$ cat config.mk
export PLATFORM = sky130hd
export DESIGN_NAME = bf_pass_scheduler
export DESIGN_NICKNAME = d
export VERILOG_FILES = /design/src/rtl/bf_pkg.sv /design/src/rtl/bf_edge_counter.sv /design/src/rtl/bf_pass_scheduler.sv
export SDC_FILE = /design/constraint.sdc
export NUM_CORES = 1
export LEC_CHECK = 0
export CAP_MARGIN = 0
export CORE_MARGIN = 2
export CORE_UTILIZATION = 58
export DETAILED_ROUTE_END_ITERATION = 16
export PLACE_DENSITY = 0.86
export REMOVE_ABC_BUFFERS = 1
export SLEW_MARGIN = 20
export SYNTH_ARGS = -nofsm -noshare
export SYNTH_HDL_FRONTEND = slang
export SYNTH_SLANG_ARGS = --single-unit
$ cat constraint.sdc
create_clock -name clock -period 7.1 [get_ports clock]
set_input_delay 2.13 -clock clock [delete_from_list [all_inputs] [get_ports clock]]
set_output_delay 2.13 -clock clock [all_outputs]
set_load 0.005 [all_outputs]
$ cat src/rtl/bf_pkg.sv
// Shared definitions for the Bellman-Ford scheduler and its relax/init engines.
package bf_pkg;
  localparam int IDX_W_DEF  = 13;
  localparam int PASS_W_DEF = 13;

  typedef enum logic [2:0] {
    S_IDLE     = 3'd0,
    S_INIT     = 3'd1,
    S_ISSUE    = 3'd2,
    S_WAIT     = 3'd3,
    S_PASS_END = 3'd4,
    S_DONE     = 3'd5
  } bf_state_e;
endpackage

$ cat src/rtl/bf_edge_counter.sv
// Edge index register for the current pass, with clear/increment and a last-edge flag.
module bf_edge_counter
  import bf_pkg::*;
#(
  parameter int IDX_W = IDX_W_DEF
) (
  input  logic             clock,
  input  logic             reset,
  input  logic             clear,
  input  logic             inc,
  input  logic [IDX_W-1:0] num_edges,
  output logic [IDX_W-1:0] edge_idx,
  output logic             last
);
  localparam logic [IDX_W-1:0] IDX_ONE = 1;

  logic [IDX_W-1:0] edge_idx_q, edge_idx_d;

  always_comb begin
    edge_idx_d = edge_idx_q;
    if (clear) begin
      edge_idx_d = '0;
    end else if (inc) begin
      edge_idx_d = edge_idx_q + IDX_ONE;
    end
  end

  always_ff @(posedge clock or negedge reset) begin
    if (!reset) begin
      edge_idx_q <= '0;
    end else begin
      edge_idx_q <= edge_idx_d;
    end
  end

  assign edge_idx = edge_idx_q;
  assign last     = (edge_idx_q == (num_edges - IDX_ONE));
endmodule

$ cat src/rtl/bf_pass_scheduler.sv
// Sequences Bellman-Ford relaxation passes over all edges, then one detection pass
// to flag a negative cycle; exits early when a pass changes nothing.
module bf_pass_scheduler
  import bf_pkg::*;
#(
  parameter int IDX_W  = IDX_W_DEF,
  parameter int PASS_W = PASS_W_DEF
) (
  input  logic              clock,
  input  logic              reset,
  input  logic              start,
  input  logic [IDX_W-1:0]  num_nodes,
  input  logic [IDX_W-1:0]  num_edges,
  output logic              init_go,
  input  logic              init_done,
  output logic              edge_valid,
  input  logic              edge_ready,
  output logic [IDX_W-1:0]  edge_idx,
  output logic              check_mode,
  input  logic              resp_valid,
  input  logic              resp_relaxed,
  output logic              busy,
  output logic              done,
  output logic              NegCycle,
  output logic [PASS_W-1:0] pass_count,
  output logic [2:0]        state_o
);
  localparam int CW = (IDX_W > PASS_W) ? IDX_W : PASS_W;
  localparam logic [IDX_W-1:0]  IDX_ONE  = 1;
  localparam logic [PASS_W-1:0] PASS_ONE = 1;
  localparam logic [PASS_W-1:0] PASS_MAX = '1;

  bf_state_e         state_q, state_d;
  logic [IDX_W-1:0]  nodes_q, nodes_d, edges_q, edges_d;
  logic [PASS_W-1:0] pass_q, pass_d, pass_inc;
  logic              neg_q, neg_d, changed_q, changed_d, check_q, check_d;
  logic              init_go_q, init_go_d, valid_q, valid_d;
  logic              busy_q, busy_d, done_q, done_d;
  logic              idx_clear, idx_inc, idx_last, pass_reach;
  logic [IDX_W-1:0]  target;

  bf_edge_counter #(.IDX_W(IDX_W)) u_edge_counter (
    .clock     (clock),
    .reset     (reset),
    .clear     (idx_clear),
    .inc       (idx_inc),
    .num_edges (edges_q),
    .edge_idx  (edge_idx),
    .last      (idx_last)
  );

  // Pass counter saturates; reaching the max also forces the detection pass.
  assign target     = nodes_q - IDX_ONE;
  assign pass_inc   = (pass_q == PASS_MAX) ? pass_q : pass_q + PASS_ONE;
  assign pass_reach = (CW'(pass_inc) >= CW'(target)) || (pass_inc == PASS_MAX);

  // Request handshake: edge_valid rises in ISSUE and, with edge_idx and check_mode,
  // holds until the cycle edge_valid&edge_ready; one request is outstanding until
  // the single resp_valid cycle seen in WAIT.
  always_comb begin
    state_d   = state_q;
    nodes_d   = nodes_q;
    edges_d   = edges_q;
    pass_d    = pass_q;
    neg_d     = neg_q;
    changed_d = changed_q;
    check_d   = check_q;
    init_go_d = 1'b0;
    idx_clear = 1'b0;
    idx_inc   = 1'b0;
    case (state_q)
      S_IDLE, S_DONE: begin
        if (start) begin
          nodes_d   = num_nodes;
          edges_d   = num_edges;
          pass_d    = '0;
          neg_d     = 1'b0;
          changed_d = 1'b0;
          check_d   = 1'b0;
          init_go_d = 1'b1;
          idx_clear = 1'b1;
          state_d   = S_INIT;
        end
      end
      S_INIT: begin
        if (init_done) begin
          if (nodes_q == '0 || edges_q == '0) begin
            state_d = S_DONE;
          end else begin
            check_d   = (nodes_q == IDX_ONE);
            idx_clear = 1'b1;
            state_d   = S_ISSUE;
          end
        end
      end
      S_ISSUE: begin
        if (edge_ready) state_d = S_WAIT;
      end
      S_WAIT: begin
        if (resp_valid) begin
          changed_d = changed_q | resp_relaxed;
          if (idx_last) begin
            state_d = S_PASS_END;
          end else begin
            idx_inc = 1'b1;
            state_d = S_ISSUE;
          end
        end
      end
      S_PASS_END: begin
        if (check_q) begin
          neg_d   = changed_q;
          state_d = S_DONE;
        end else begin
          pass_d = pass_inc;
          if (!changed_q) begin
            state_d = S_DONE;
          end else begin
            changed_d = 1'b0;
            idx_clear = 1'b1;
            if (pass_reach) check_d = 1'b1;
            state_d = S_ISSUE;
          end
        end
      end
      default: state_d = S_IDLE;
    endcase
    valid_d = (state_d == S_ISSUE);
    busy_d  = (state_d != S_IDLE) && (state_d != S_DONE);
    done_d  = (state_d == S_DONE);
  end

  always_ff @(posedge clock or negedge reset) begin
    if (!reset) begin
      state_q   <= S_IDLE;
      nodes_q   <= '0;
      edges_q   <= '0;
      pass_q    <= '0;
      neg_q     <= 1'b0;
      changed_q <= 1'b0;
      check_q   <= 1'b0;
      init_go_q <= 1'b0;
      valid_q   <= 1'b0;
      busy_q    <= 1'b0;
      done_q    <= 1'b0;
    end else begin
      state_q   <= state_d;
      nodes_q   <= nodes_d;
      edges_q   <= edges_d;
      pass_q    <= pass_d;
      neg_q     <= neg_d;
      changed_q <= changed_d;
      check_q   <= check_d;
      init_go_q <= init_go_d;
      valid_q   <= valid_d;
      busy_q    <= busy_d;
      done_q    <= done_d;
    end
  end

  assign init_go    = init_go_q;
  assign edge_valid = valid_q;
  assign check_mode = check_q;
  assign busy       = busy_q;
  assign done       = done_q;
  assign NegCycle   = neg_q;
  assign pass_count = pass_q;
  assign state_o    = state_q;
endmodule

==> results.md, run 1 <==
- Status: finished, final reports clean
- Insertion delay of the later-clocked pin in the worst-skew pair: 0.36 ns
- Category of the most critical setup path: in -> reg
- Post-synth EDFFs: 0
- Multiplexer share of the synthesized area: between 7 and 8%
- Async SR Flop Fraction: 100.0%
- Maximum clock rate: 256.5 MHz
- Relative area change from synthesis to final layout: 21.98%
- FF-to-FF path depth: 12
- Post-route core utilization: just over 70%
- Number of core rows: 30
- Residual DRC: 0
- Number of hold buffers added after cts: 0
- Accumulated negative setup slack: 0 ns
- Post-synthesis adder-cell area fraction: 6.468%
- Synthesized area: 4024 um2
- Peak supply drop: around 0.19 mV
- Number of library cell types mapped by synthesis: slightly below 60
- Antenna violations before repair: 0
- DIE WIDTH: 87.29 um
- Final GP Congestion: approximately 0.95
- End point of the worst hold path: NegCycle$_DFFE_PN0P_
- H-tree levels: 3
- Routed wire length: approximately 9.5 mm
- Crit Reg-Reg Startpoint: pass_count[0]$_DFFE_PN0P_
- Slew at the pin with the worst max-slew slack: between 0.9 and 1 ns
- Total grt overflow: 0
- Pin count of the biggest net entering global routing: 63
- Number of iterations in the first detailed-routing pass: 5
- Setup clock skew after layout: ~0.018 ns
- Post-synthesis share of cell area spent on xor and xnor gates: 7.618%
- Register area share after synthesis: 38.56%
- Synth Area in Compound Gates: 14.05%
- Count of pins on the block boundary: 68
- Most frequently used cell type in the post-synthesis netlist: dfrtp_1
- Post-Synthesis Cells: 434
- Cells taking the most area after synthesis: dfrtp_1 39%, ha_1 6.2%, mux2_2 5.9%, nand2_1 4.4%, xnor2_1 4.4%
- Endpoint arrival time on the critical path: 4.19 ns
- Fillcell total: 497
- Start point of the worst hold path: NegCycle$_DFFE_PN0P_
- Simple-gate share of the synthesized area: 21.95%
- I/O Buffers: 67
- Ratio of cells with drive above 1 in the final layout: around a tenth
- Core ar.: 6756 um2
- Total setup buffers inserted after CTS: 0
- Worst setup slack for register-to-register paths: between 3 and 4 ns
- Number of clock buffers inserted by TritonCTS: 9
- Max-slew violation count: 0
- Number of stages on the worst hold path: 2
- Post-synthesis area per instance: 9.272 um2
- Number of antenna cells inserted: 0
- Total power divided by cell area: 337.5 nW/um2
- Clock-pin slew on the worst setup and hold paths: 0.08 ns
- Type of the most critical hold path: reg -> reg
- Number of flip-flops and latches in the synthesized netlist: just over 60
- Worst slew margin relative to its limit: between 30% and 40%
- Final setup violation count: 0
- TritonCTS clock tree: built
- Most frequent cells after synthesis: 62 x dfrtp_1, 47 x nand2_1, 24 x o21ai_0
- GRT Total Usage: 25.89%
- CP endpoint kind: flip-flop
- Top fanout value on the critical path: 5
- Dominant register cell in the synthesized netlist: dfrtp_1
- Main combinational cell family by area after synthesis: simple AND/OR/NAND/NOR gates
- Via count of the first global-routing pass: 3287
- Remaining antenna violation count after routing: 0
- Required @ worst endpoint: between 7 and 8 ns
- Final critical path time including I/O delays and setup: 3.899 ns
- Vertical extent of the die: around 87 um
- Number of nets in the layout: 551
- Number of DRC violations after detailed-routing iteration 0: roughly 270
- Fraction of the cycle the final worst path needs: between 50% and 60%
- Detail Placement HPWL: approximately 7 mm
- Launching element type of the critical path: input port
- Leakage component of the power: 2.053 nW
- DR vias/cell: approximately 6
- Global-route wire length before repair: ~15 mm
- Via Count: 3599
- Post-cts resize count: 0
- Yosys warning total: 0
- Setup repair after global routing missed its margin: no
- CTS sink cnt: 62
- Full die area: 7620 um2
- Starting density of the core: between 50 and 60%
- Max capacitance violation total: 0
- Top cell type's share of synthesized area: 38.56%
- Worst-case clock buffer depth: 2
- Routed length per placed instance: 16.37 um
- Largest area contributor in the netlist: dfrtp_1
- Hold Fails Final Rpt: 0
- Reg-to-reg critical path endpoint: check_mode$_DFFE_PN0P_
- CTS root buffer: clkbuf_8
-- worst max-delay path by stage --
stage          startpoint                                      to  slack [ns]
2_1_floorplan       start  u_edge_counter.edge_idx[0]$_DFFE_PN0P_        3.46
3_3_place_gp   resp_valid  u_edge_counter.edge_idx[9]$_DFFE_PN0P_        2.90
6_report       resp_valid  u_edge_counter.edge_idx[9]$_DFFE_PN0P_        3.20
3_5_place_dp   resp_valid  u_edge_counter.edge_idx[9]$_DFFE_PN0P_        2.85
5_1_grt        resp_valid  u_edge_counter.edge_idx[9]$_DFFE_PN0P_        3.13
4_1_cts        resp_valid  u_edge_counter.edge_idx[9]$_DFFE_PN0P_        3.21
-- stage by stage --
| stage | std cells | setup WS, ns | instance area (um2) | total power [W] | hold slack [ns] |
|---|---|---|---|---|---|
| global placement | 567 | 2.896 | 4710 | 0.001290 | 0.5276 |
| global route | 583 | 3.130 | 4908 | 0.001771 | 0.5911 |
| detailed placement | 567 | 2.851 | 4710 | 0.001327 | 0.5438 |
| CTS | 583 | 3.214 | 4908 | 0.001653 | 0.5553 |
| finish | 583 | 3.201 | 4908 | 0.001656 | 0.5531 |
| floorplan | 418 | 3.462 | 3929 | 0.001088 | 0.5233 |
-- logic make-up (layout without fill, tap and decap cells) --
logic type,count (synthesis),after routing
xor gates and xnor gates,35,35
muxes,26,26
buffers and inverters,36,105
DFF,62,62
AOI/OAI and AO/OA,87,87
and+or+nand+nor,167,167
adders and majority gates,21,21
-- power breakdown --
part | total, W | leakage (nW) | internal (W) | switching (W)
Clock | 0.000319 | 0.102 | 0.000170 | 0.000149
Combinational | 0.000715 | 1.15 | 0.000353 | 0.000362
Sequential | 0.000622 | 0.800 | 0.000461 | 0.000161
-- layout by cell type (no fill, tap or decap), drive strengths merged, types with 8 or more instances in the layout --
cell	Yosys	layout
clkdlybuf4s50	0	66
dfrtp	62	62
nand2	47	47
o21ai	29	29
nor2	23	23
mux2	21	21
inv	20	20
xnor2	20	20
ha	20	20
a21oi	16	16
nand3	15	15
xor2	15	15
nor3	14	14
nand4	12	12
nor4	11	11
clkbuf	10	10
or4	10	10
nor2b	9	9
o31ai	8	8
-- state kept, by name, indices dropped and copies added (netlist names) --
register and count:
NegCycle 1, done 1, edge_valid 1, check_mode 1
pass_count 13, nodes_q 13, changed_q 1, state_o 3
edges_q 13, busy 1, u_edge_counter.edge_idx 13, init_go 1
-- area by class of cell --
type	count	area (um2)	share of cell area [%]
Multi-Input combinational cell	336	2302	46.90
Sequential cell	62	1551	31.61
Timing Repair Buffer	69	680.7	13.87
Clock buffer	10	137.6	2.804
Tap cell	80	100.1	2.039
Inverter	20	75.07	1.529
Clock inverter	6	61.31	1.249
-- worst max-delay path, cell delays in order --
cell             delay, ns
clkdlybuf4s50_1       0.52
nand2_1               0.09
nor2_1                0.28
nand2_1               0.19
or4_1                 0.52
or3_1                 0.32
a21oi_1               0.14
-- routing by layer --
metal	vias up	part of all wire (%)	global-route usage (%)
li1	1709	-	-
met1	1714	43	36.29
met2	150	48	39.67
met3	26	6.8	6.066
met4	0	2.0	8.392
met5	-	0	0
No activity file was read; power rests on OpenSTA's default activity.
==> run 2, diff against run 1 <==
--- a/config.mk
+++ b/config.mk
@@ -7,9 +7,9 @@
 export LEC_CHECK = 0
 export CAP_MARGIN = 0
 export CORE_MARGIN = 2
-export CORE_UTILIZATION = 58
+export CORE_UTILIZATION = 49
 export DETAILED_ROUTE_END_ITERATION = 16
-export PLACE_DENSITY = 0.86
+export PLACE_DENSITY = 0.78
 export REMOVE_ABC_BUFFERS = 1
 export SLEW_MARGIN = 20
 export SYNTH_ARGS = -nofsm -noshare
==> constraint.sdc (replaced) <==
create_clock -name clock -period 3.2 [get_ports clock]
set_input_delay 0.96 -clock clock [delete_from_list [all_inputs] [get_ports clock]]
set_output_delay 0.96 -clock clock [all_outputs]
set_load 0.005 [all_outputs]
==> run 2 against run 1 <==
Combinational power grew 130%. Worst hold slack gained 0.016 ns. Critical path depth grew 5. Total power grew 120%. Largest power group unchanged. Clock-buffer cell count is the same. Cell count grew 6.9%. Non-clock buffer count grew 15. Core utilization shrank 9.8 points. Global-route usage shrank 2.2 points. Sequential cell count is the same. Clock skew shrank 0.0046 ns.
==> results.md, run 2 (synthesis gave the netlist of run 1 again) <==
- DIE WIDTH: 94.62 um (+8.4%)
- Full die area: 8953 um2 (+17%)
- CP endpoint kind: flip-flop
- Fraction of the cycle the final worst path needs: 95.40%
- Via Count: 3630 (+0.86%)
- Total grt overflow: 0 (unchanged)
- Reg-to-reg critical path endpoint: check_mode$_DFFE_PN0P_
- Max-slew violation count: 0 (unchanged)
- Leakage component of the power: 2.135 nW (+4.0%)
- Post-placement worst setup slack: 0.09694 ns (-2.754 ns)
- Launching element type of the critical path: flip-flop
- Starting density of the core: 49.72% (-9.8 points)
- Maximum clock rate: roughly 330 MHz
- Peak supply drop: 0.3544 mV (+86%)
- Relative area change from synthesis to final layout: 26.40%
- Ratio of cells with drive above 1 in the final layout: 13.13% (+3.6 points)
- Commonest cells after routing, fill and taps aside: 66 x clkdlybuf4s50_1, 62 x dfrtp_1, 47 x nand2_1
- Final worst slack: 0.1472 ns (-3.053 ns)
- Routed length per placed instance: 16.16 um (-1.3%)
- Category of the most critical setup path: reg -> reg
- Number of hold buffers added after cts: 0 (unchanged)
- FF+latch area: 1551 um2 (unchanged)
- Setup clock skew after layout: 0.01309 ns (-0.004647 ns)
- Number of clock buffers inserted by TritonCTS: 9 (unchanged)
- Crit Reg-Reg Startpoint: pass_count[1]$_DFFE_PN0P_
- TritonCTS clock tree: built
- Worst slew margin relative to its limit: 38.93% (+5.8 points)
- Vertical extent of the die: 94.62 um (+8.4%)
- Status: finished, final reports clean
- Core ar.: 8093 um2 (+20%)
- Total non-filler cell area in the finished layout: 5086 um2 (+3.6%)
- Total placed instance area: 4866 um2 (+3.3%)
- Worst-case clock buffer depth: 2 (unchanged)
- Total power divided by cell area: 728.0 nW/um2 (+120%)
- Accumulated negative setup slack: 0 ns (unchanged)
- I/O Buffers: 67 (unchanged)
- Final setup violation count: 0 (unchanged)
- Residual DRC: 0 (unchanged)
- Insertion delay of the later-clocked pin in the worst-skew pair: 0.35 ns (about the same)
- Number of nets in the layout: 566 (+2.7%)
- Hold Fails Final Rpt: 0 (unchanged)
- Type of the most critical hold path: in -> async
- Clock-pin slew on the worst setup and hold paths: 0.08 ns (about the same)
- Number of iterations in the first detailed-routing pass: 5 (unchanged)
- CTS root buffer: clkbuf_8
- Final GP Congestion: 0.9094 (-4.6%)
- Antenna violations before repair: 0 (unchanged)
- Slew at the pin with the worst max-slew slack: 0.9090 ns (-0.08709 ns)
- Via count of the first global-routing pass: 3427 (+4.3%)
- Routed wire length: 10.07 mm (+5.5%)
- Global-route wire length before repair: 16.39 mm (+6.0%)
- Detail Placement HPWL: 7.611 mm (+10%)
- Top fanout value on the critical path: 6 (+1)
- Pin count of the biggest net entering global routing: 38 (-40%)
- Worst setup slack for register-to-register paths: 0.15 ns (-3.44 ns)
- H-tree levels: 3 (unchanged)
- Max capacitance violation total: 0 (unchanged)
- Fillcell total: 708 (+42%)
- Leading cell type in the layout, fill and taps excluded: clkdlybuf4s50_1
- CTS sink cnt: 62 (unchanged)
- Final critical path time including I/O delays and setup: 3.053 ns
- DR vias/cell: 5.827 (-5.6%)
- Number of antenna cells inserted: 0 (unchanged)
- Number of core rows: 33 (+10%)
- Remaining antenna violation count after routing: 0 (unchanged)
- Endpoint arrival time on the critical path: 3.33 ns (-0.86 ns)
- Required @ worst endpoint: 3.47 ns (-3.92 ns)
- GRT Total Usage: 23.68% (-2.2 points)
- Number of DRC violations after detailed-routing iteration 0: 193 (-29%)
- Count of pins on the block boundary: 68 (unchanged)
- FF-to-FF path depth: 12 (unchanged)
- Area used by multi-input combinational logic: 2323 um2 (+0.92%)
-- run 2: cell types whose count changed in the layout (fill, tap and decap cells not counted), sizes merged --
cell	before	now
buf	3	18
-- run 2: cell type report --
cell class | count | share of cell area (%)
clock inverter | 6 | 1.205
tap | 105 | 2.583
inverter | 20 | 1.476
clock buffer | 10 | 2.706
timing repair buffer | 84 | 15.84
sequential | 62 | 30.50
multi-input combinational | 336 | 45.68
-- run 2: critical path, stage by stage, from the launching register on --
cell and delay, ns:
dfrtp_1 0.41, ha_2 0.21, nand3_1 0.10, or4_4 0.55
nor2b_1 0.21, and3_1 0.24, xor2_1 0.16, ha_1 0.31
a21o_1 0.13, a211oi_2 0.07, a211o_1 0.25, a31o_2 0.21
a31oi_1 0.12
-- run 2: what timing repair did --
| action | in CTS | in global routing |
|---|---|---|
| endpoints found under the setup margin | 0 | 1 |
| gates resized for setup | 0 | 5 |
| setup buffers | 0 | 0 |
-- run 2: worst max path at each step --
stage | start | end | slack [ns] | depth (start not counted)
floorplan | pass_count[0]$_DFFE_PN0P_ | check_mode$_DFFE_PN0P_ | 0.06 | 12
global placement | pass_count[1]$_DFFE_PN0P_ | check_mode$_DFFE_PN0P_ | 0.16 | 12
detailed placement | pass_count[1]$_DFFE_PN0P_ | check_mode$_DFFE_PN0P_ | 0.1 | 12
CTS | pass_count[1]$_DFFE_PN0P_ | check_mode$_DFFE_PN0P_ | 0.07 | 12
global route | pass_count[1]$_DFFE_PN0P_ | check_mode$_DFFE_PN0P_ | -0.02 | 12
finish | pass_count[1]$_DFFE_PN0P_ | check_mode$_DFFE_PN0P_ | 0.15 | 12
-- run 2: stage by stage --
step	std cells	util, %	total power, W	hold WS, ns
detailed placement	607	60.13	0.002997	0.5606
floorplan	418	-	0.002415	0.5233
global route	623	62.85	0.003986	0.5804
CTS	623	62.59	0.003715	0.5683
finish	623	62.85	0.003702	0.5695
global placement	607	60.13	0.002918	0.5341
-- run 2: metal layers --
metal | routed length (um) | vias up | GRT usage, %
li1 | - | 1738 | -
met1 | 4300 | 1716 | 30.51
met2 | 4849 | 153 | 38.42
met3 | 637 | 23 | 4.310
met4 | 278 | 0 | 11.47
met5 | 0 | - | 0
-- run 2: power breakdown --
part           internal [W]  leakage [nW]  total, W  switching (W)
clock network      0.000378         0.102  0.000703       0.000325
registers           0.00102         0.800   0.00137       0.000345
logic              0.000817          1.23   0.00163       0.000815
total               0.00222          2.14   0.00370        0.00148
==> run 3, diff against run 2 <==
--- a/config.mk
+++ b/config.mk
@@ -5,11 +5,12 @@
 export SDC_FILE = /design/constraint.sdc
 export NUM_CORES = 1
 export LEC_CHECK = 0
+export ABC_AREA = 1
 export CAP_MARGIN = 0
 export CORE_MARGIN = 2
-export CORE_UTILIZATION = 49
+export CORE_UTILIZATION = 59
 export DETAILED_ROUTE_END_ITERATION = 16
-export PLACE_DENSITY = 0.78
+export PLACE_DENSITY = 0.86
 export REMOVE_ABC_BUFFERS = 1
 export SLEW_MARGIN = 20
 export SYNTH_ARGS = -nofsm -noshare
==> constraint.sdc (replaced) <==
create_clock -name clock -period 3.9 [get_ports clock]
set_input_delay 1.17 -clock clock [delete_from_list [all_inputs] [get_ports clock]]
set_output_delay 1.17 -clock clock [all_outputs]
set_load 0.005 [all_outputs]
==> run 3 against run 2 <==
Via count up 16%. Cell count up 25%. Global-route usage up 4.0 points. Register-to-register slack better by 0.72 ns. Synthesized cell count up 39%. Combinational power down 11%. Core utilization up 11 points. Critical path type unchanged. Critical endpoint unchanged. Largest cell class unchanged. Highest routed layer unchanged.
==> results.md, run 3 <==
- Post-Synthesis Cells: 604 (+39%)
- Most frequent cells after synthesis: 174 x nand2_1, 73 x inv_1, 62 x dfrtp_1
- Endpoint arrival time on the critical path: 3.26 ns (-0.07 ns)
- Post-synthesis area per instance: 7.250 um2 (-22%)
- Crit Reg-Reg Startpoint: nodes_q[2]$_DFFE_PN0P_
- Fraction of the cycle the final worst path needs: 77.80% (-18 points)
- Core ar.: 7214 um2 (-11%)
- Hold Fails Final Rpt: 0 (unchanged)
- CP endpoint kind: flip-flop
- Required @ worst endpoint: 4.12 ns (+0.65 ns)
- Ratio of cells with drive above 1 in the final layout: 8.997% (-4.1 points)
- DIE WIDTH: 90.16 um (-4.7%)
- Yosys warning total: 0 (unchanged)
- Number of iterations in the first detailed-routing pass: 5 (unchanged)
- Remaining antenna violation count after routing: 0 (unchanged)
- Routed length per placed instance: 14.09 um (-13%)
- GRT Total Usage: 27.68% (+4.0 points)
- Fillcell total: 578 (-18%)
- Pin count of the biggest net entering global routing: 33 (-13%)
- Antenna violations before repair: 0 (unchanged)
- H-tree levels: 3 (unchanged)
- Total grt overflow: 0 (unchanged)
- Total power divided by cell area: 577.2 nW/um2 (-21%)
- Clock-pin slew on the worst setup and hold paths: 0.07 ns (about the same)
- Commonest cells after routing, fill and taps aside: 174 x nand2_1, 73 x inv_1, 66 x clkdlybuf4s50_1
- FF-to-FF path depth: 20 (+8)
- Highest routing layer actually used: met4
- I/O Buffers: 67 (unchanged)
- Final setup violation count: 0 (unchanged)
- Number of library cell types mapped by synthesis: 35 (-40%)
- Sequence of cells on the critical path: nor2_1 -> nand4_1 -> nor3_1 -> nand3_1 -> nor3_1 -> xor2_1 -> inv_1 -> ha_1 -> nand2_1 -> inv_1 -> nand3_1 -> inv_1 -> a21oi_1 -> nand2_1 -> nor2_1 -> o21ai_1 -> nand2_1 -> nand2_1 -> nand2_1 -> nand2_1
- Number of core rows: 31 (-6.1%)
- Residual DRC: 0 (unchanged)
- Insertion delay of the later-clocked pin in the worst-skew pair: 0.34 ns (about the same)
- Leading cell type in the layout, fill and taps excluded: nand2_1
- Slowest stage cell on the critical path: dfrtp_1
- Count of pins on the block boundary: 68 (unchanged)
- Routed wire length: 10.95 mm (+8.8%)
- Setup repair after global routing missed its margin: no
- Post-synth EDFFs: 0 (unchanged)
- Slew at the pin with the worst max-slew slack: 0.7726 ns (-0.1364 ns)
- Worst setup slack for register-to-register paths: 0.87 ns (+0.72 ns)
- Starting density of the core: 60.70% (+11 points)
- Vertical extent of the die: 90.16 um (-4.7%)
- Total setup buffers inserted after CTS: 0 (unchanged)
- Launching element type of the critical path: flip-flop
- Maximum clock rate: 329.6 MHz (+0.62%)
- Type of the most critical hold path: reg -> reg
- Max capacitance violation total: 0 (unchanged)
- Worst-case clock buffer depth: 2 (unchanged)
- Wire length the detailed router placed on met1: 4.868 mm (+13%)
- Top fanout value on the critical path: 4 (-2)
- Dominant register cell in the synthesized netlist: dfrtp_1
- Most frequently used cell type in the post-synthesis netlist: nand2_1
- Synthesized area: 4379 um2 (+8.8%)
- Global-route wire length before repair: 18.44 mm (+12%)
- Leakage component of the power: 2.546 nW (+19%)
- Number of DRC violations after detailed-routing iteration 0: 221 (+15%)
- Number of antenna cells inserted: 0 (unchanged)
- Worst slew margin relative to its limit: 48.49% (+9.6 points)
- Category of the most critical setup path: reg -> reg
- Amount of wire on met2 after detailed routing: 5.119 mm (+5.6%)
- Final GP Congestion: 0.9253 (+1.7%)
- Accumulated negative setup slack: 0 ns (unchanged)
- Number of clock buffers inserted by TritonCTS: 9 (unchanged)
- Final critical path time including I/O delays and setup: 3.034 ns (-0.01876 ns)
- Async SR Flop Fraction: 100.0% (unchanged)
- Relative area change from synthesis to final layout: 21.80%
- Met3 wirelength from detailed routing: 749 um (+18%)
- Post-cts resize count: 0 (unchanged)
- Peak supply drop: 0.3187 mV (-10%)
- TritonCTS clock tree: built
- CTS root buffer: clkbuf_8
- Top cell type's share of synthesized area: 35.43% (-3.1 points)
- Setup clock skew after layout: 0.007876 ns (-0.005216 ns)
- Largest area contributor in the netlist: dfrtp_1
- DR vias/cell: 5.441 (-6.6%)
- Max-slew violation count: 0 (unchanged)
- Detail Placement HPWL: 8.335 mm (+9.5%)
- Status: finished, final reports clean
- Via Count: 4228 (+16%)
- Endpoint of the most critical setup path: check_mode$_DFFE_PN0P_
- Peak per-stage delay on the critical path: 0.42 ns (-0.13 ns)
- Reg-to-reg critical path endpoint: check_mode$_DFFE_PN0P_
- First element of the critical path: nodes_q[2]$_DFFE_PN0P_
- Full die area: 8128 um2 (-9.2%)
- Number of hold buffers added after cts: 0 (unchanged)
- Register area share after synthesis: 35.43% (-3.1 points)
- Number of nets in the layout: 726 (+28%)
- CTS sink cnt: 62 (unchanged)
- Via count of the first global-routing pass: 4040 (+18%)
- Number of flip-flops and latches in the synthesized netlist: 62 (unchanged)
- Total power: 0.003078 W (-17%)
- Cell with the most instances on the worst path: nand2_1
- Cells taking the most area after synthesis: dfrtp_1 35%, nand2_1 15%, xor2_1 6.6%, inv_1 6.3%, ha_1 5.7%
==> run 3: final cells by class <==
cell class | count | area, um2 | area share [%]
Tap cell | 99 | 123.9 | 2.322
Sequential cell | 62 | 1551 | 29.09
Inverter | 81 | 304.0 | 5.700
Timing Repair Buffer | 70 | 688.2 | 12.90
Clock buffer | 12 | 145.1 | 2.721
Clock inverter | 4 | 70.07 | 1.314
Multi-Input combinational cell | 449 | 2451 | 45.95
==> run 3: worst min-delay path by stage <==
| stage | start | endpoint | slack (ns) | cells past startpoint |
|---|---|---|---|---|
| floorplan | edges_q[12]$_DFFE_PN0P_ | edges_q[12]$_DFFE_PN0P_ | 0.48 | 2 |
| global placement | nodes_q[3]$_DFFE_PN0P_ | nodes_q[3]$_DFFE_PN0P_ | 0.50 | 2 |
| detailed placement | edges_q[12]$_DFFE_PN0P_ | edges_q[12]$_DFFE_PN0P_ | 0.52 | 2 |
| CTS | edges_q[12]$_DFFE_PN0P_ | edges_q[12]$_DFFE_PN0P_ | 0.53 | 2 |
| global route | nodes_q[3]$_DFFE_PN0P_ | nodes_q[3]$_DFFE_PN0P_ | 0.57 | 2 |
| finish | edges_q[12]$_DFFE_PN0P_ | edges_q[12]$_DFFE_PN0P_ | 0.53 | 2 |
==> run 3: where the power goes <==
group	internal (W)	switching, W
combinational	0.000541	0.000905
clock	0.000376	0.000257
sequential	0.000818	0.000181
total	0.00173	0.00134
==> run 3: kinds of logic (layout without fill, tap and decap cells) <==
group / after synthesis / in the layout / synth area share (%)
compound gates: 66 / 66 / 8.600
xor+xnor: 37 / 37 / 7.400
fa+ha+maj: 20 / 20 / 5.714
buf+inv: 93 / 167 / 8.714
flops: 62 / 62 / 35.43
simple gates: 326 / 326 / 34.14
==> run 3: through the flow <==
| step | hold WS, ns | util (%) | std cells | setup slack [ns] | cell area (um2) |
|---|---|---|---|---|---|
| after floorplan | 0.4838 | - | 592 | 0.9944 | 4302 |
| after global placement | 0.4995 | 70.95 | 761 | 1.066 | 5119 |
| after detailed placement | 0.5159 | 70.95 | 761 | 1.008 | 5119 |
| after CTS | 0.5320 | 73.93 | 777 | 0.9586 | 5334 |
| after global routing | 0.5748 | 73.93 | 777 | 0.6159 | 5334 |
| final | 0.5318 | 73.93 | 777 | 0.8659 | 5334 |
==> run 3: routing by layer <==
metal  GRT usage [%]  vias to the layer above
met3           4.023                       22
met1           37.66                     1948
met2           45.55                      183
met5               0                        -
met4           9.487                        0
li1                -                     2075
==> run 3: worst max-delay path: cells and delay by family (launching register included) <==
kind            cells  cell delay, ns
simple gates       13            1.66
buf+inv             3            0.16
flops               1            0.42
compound gates      2            0.24
xor+xnor            1            0.16
fa+ha+maj           1            0.29
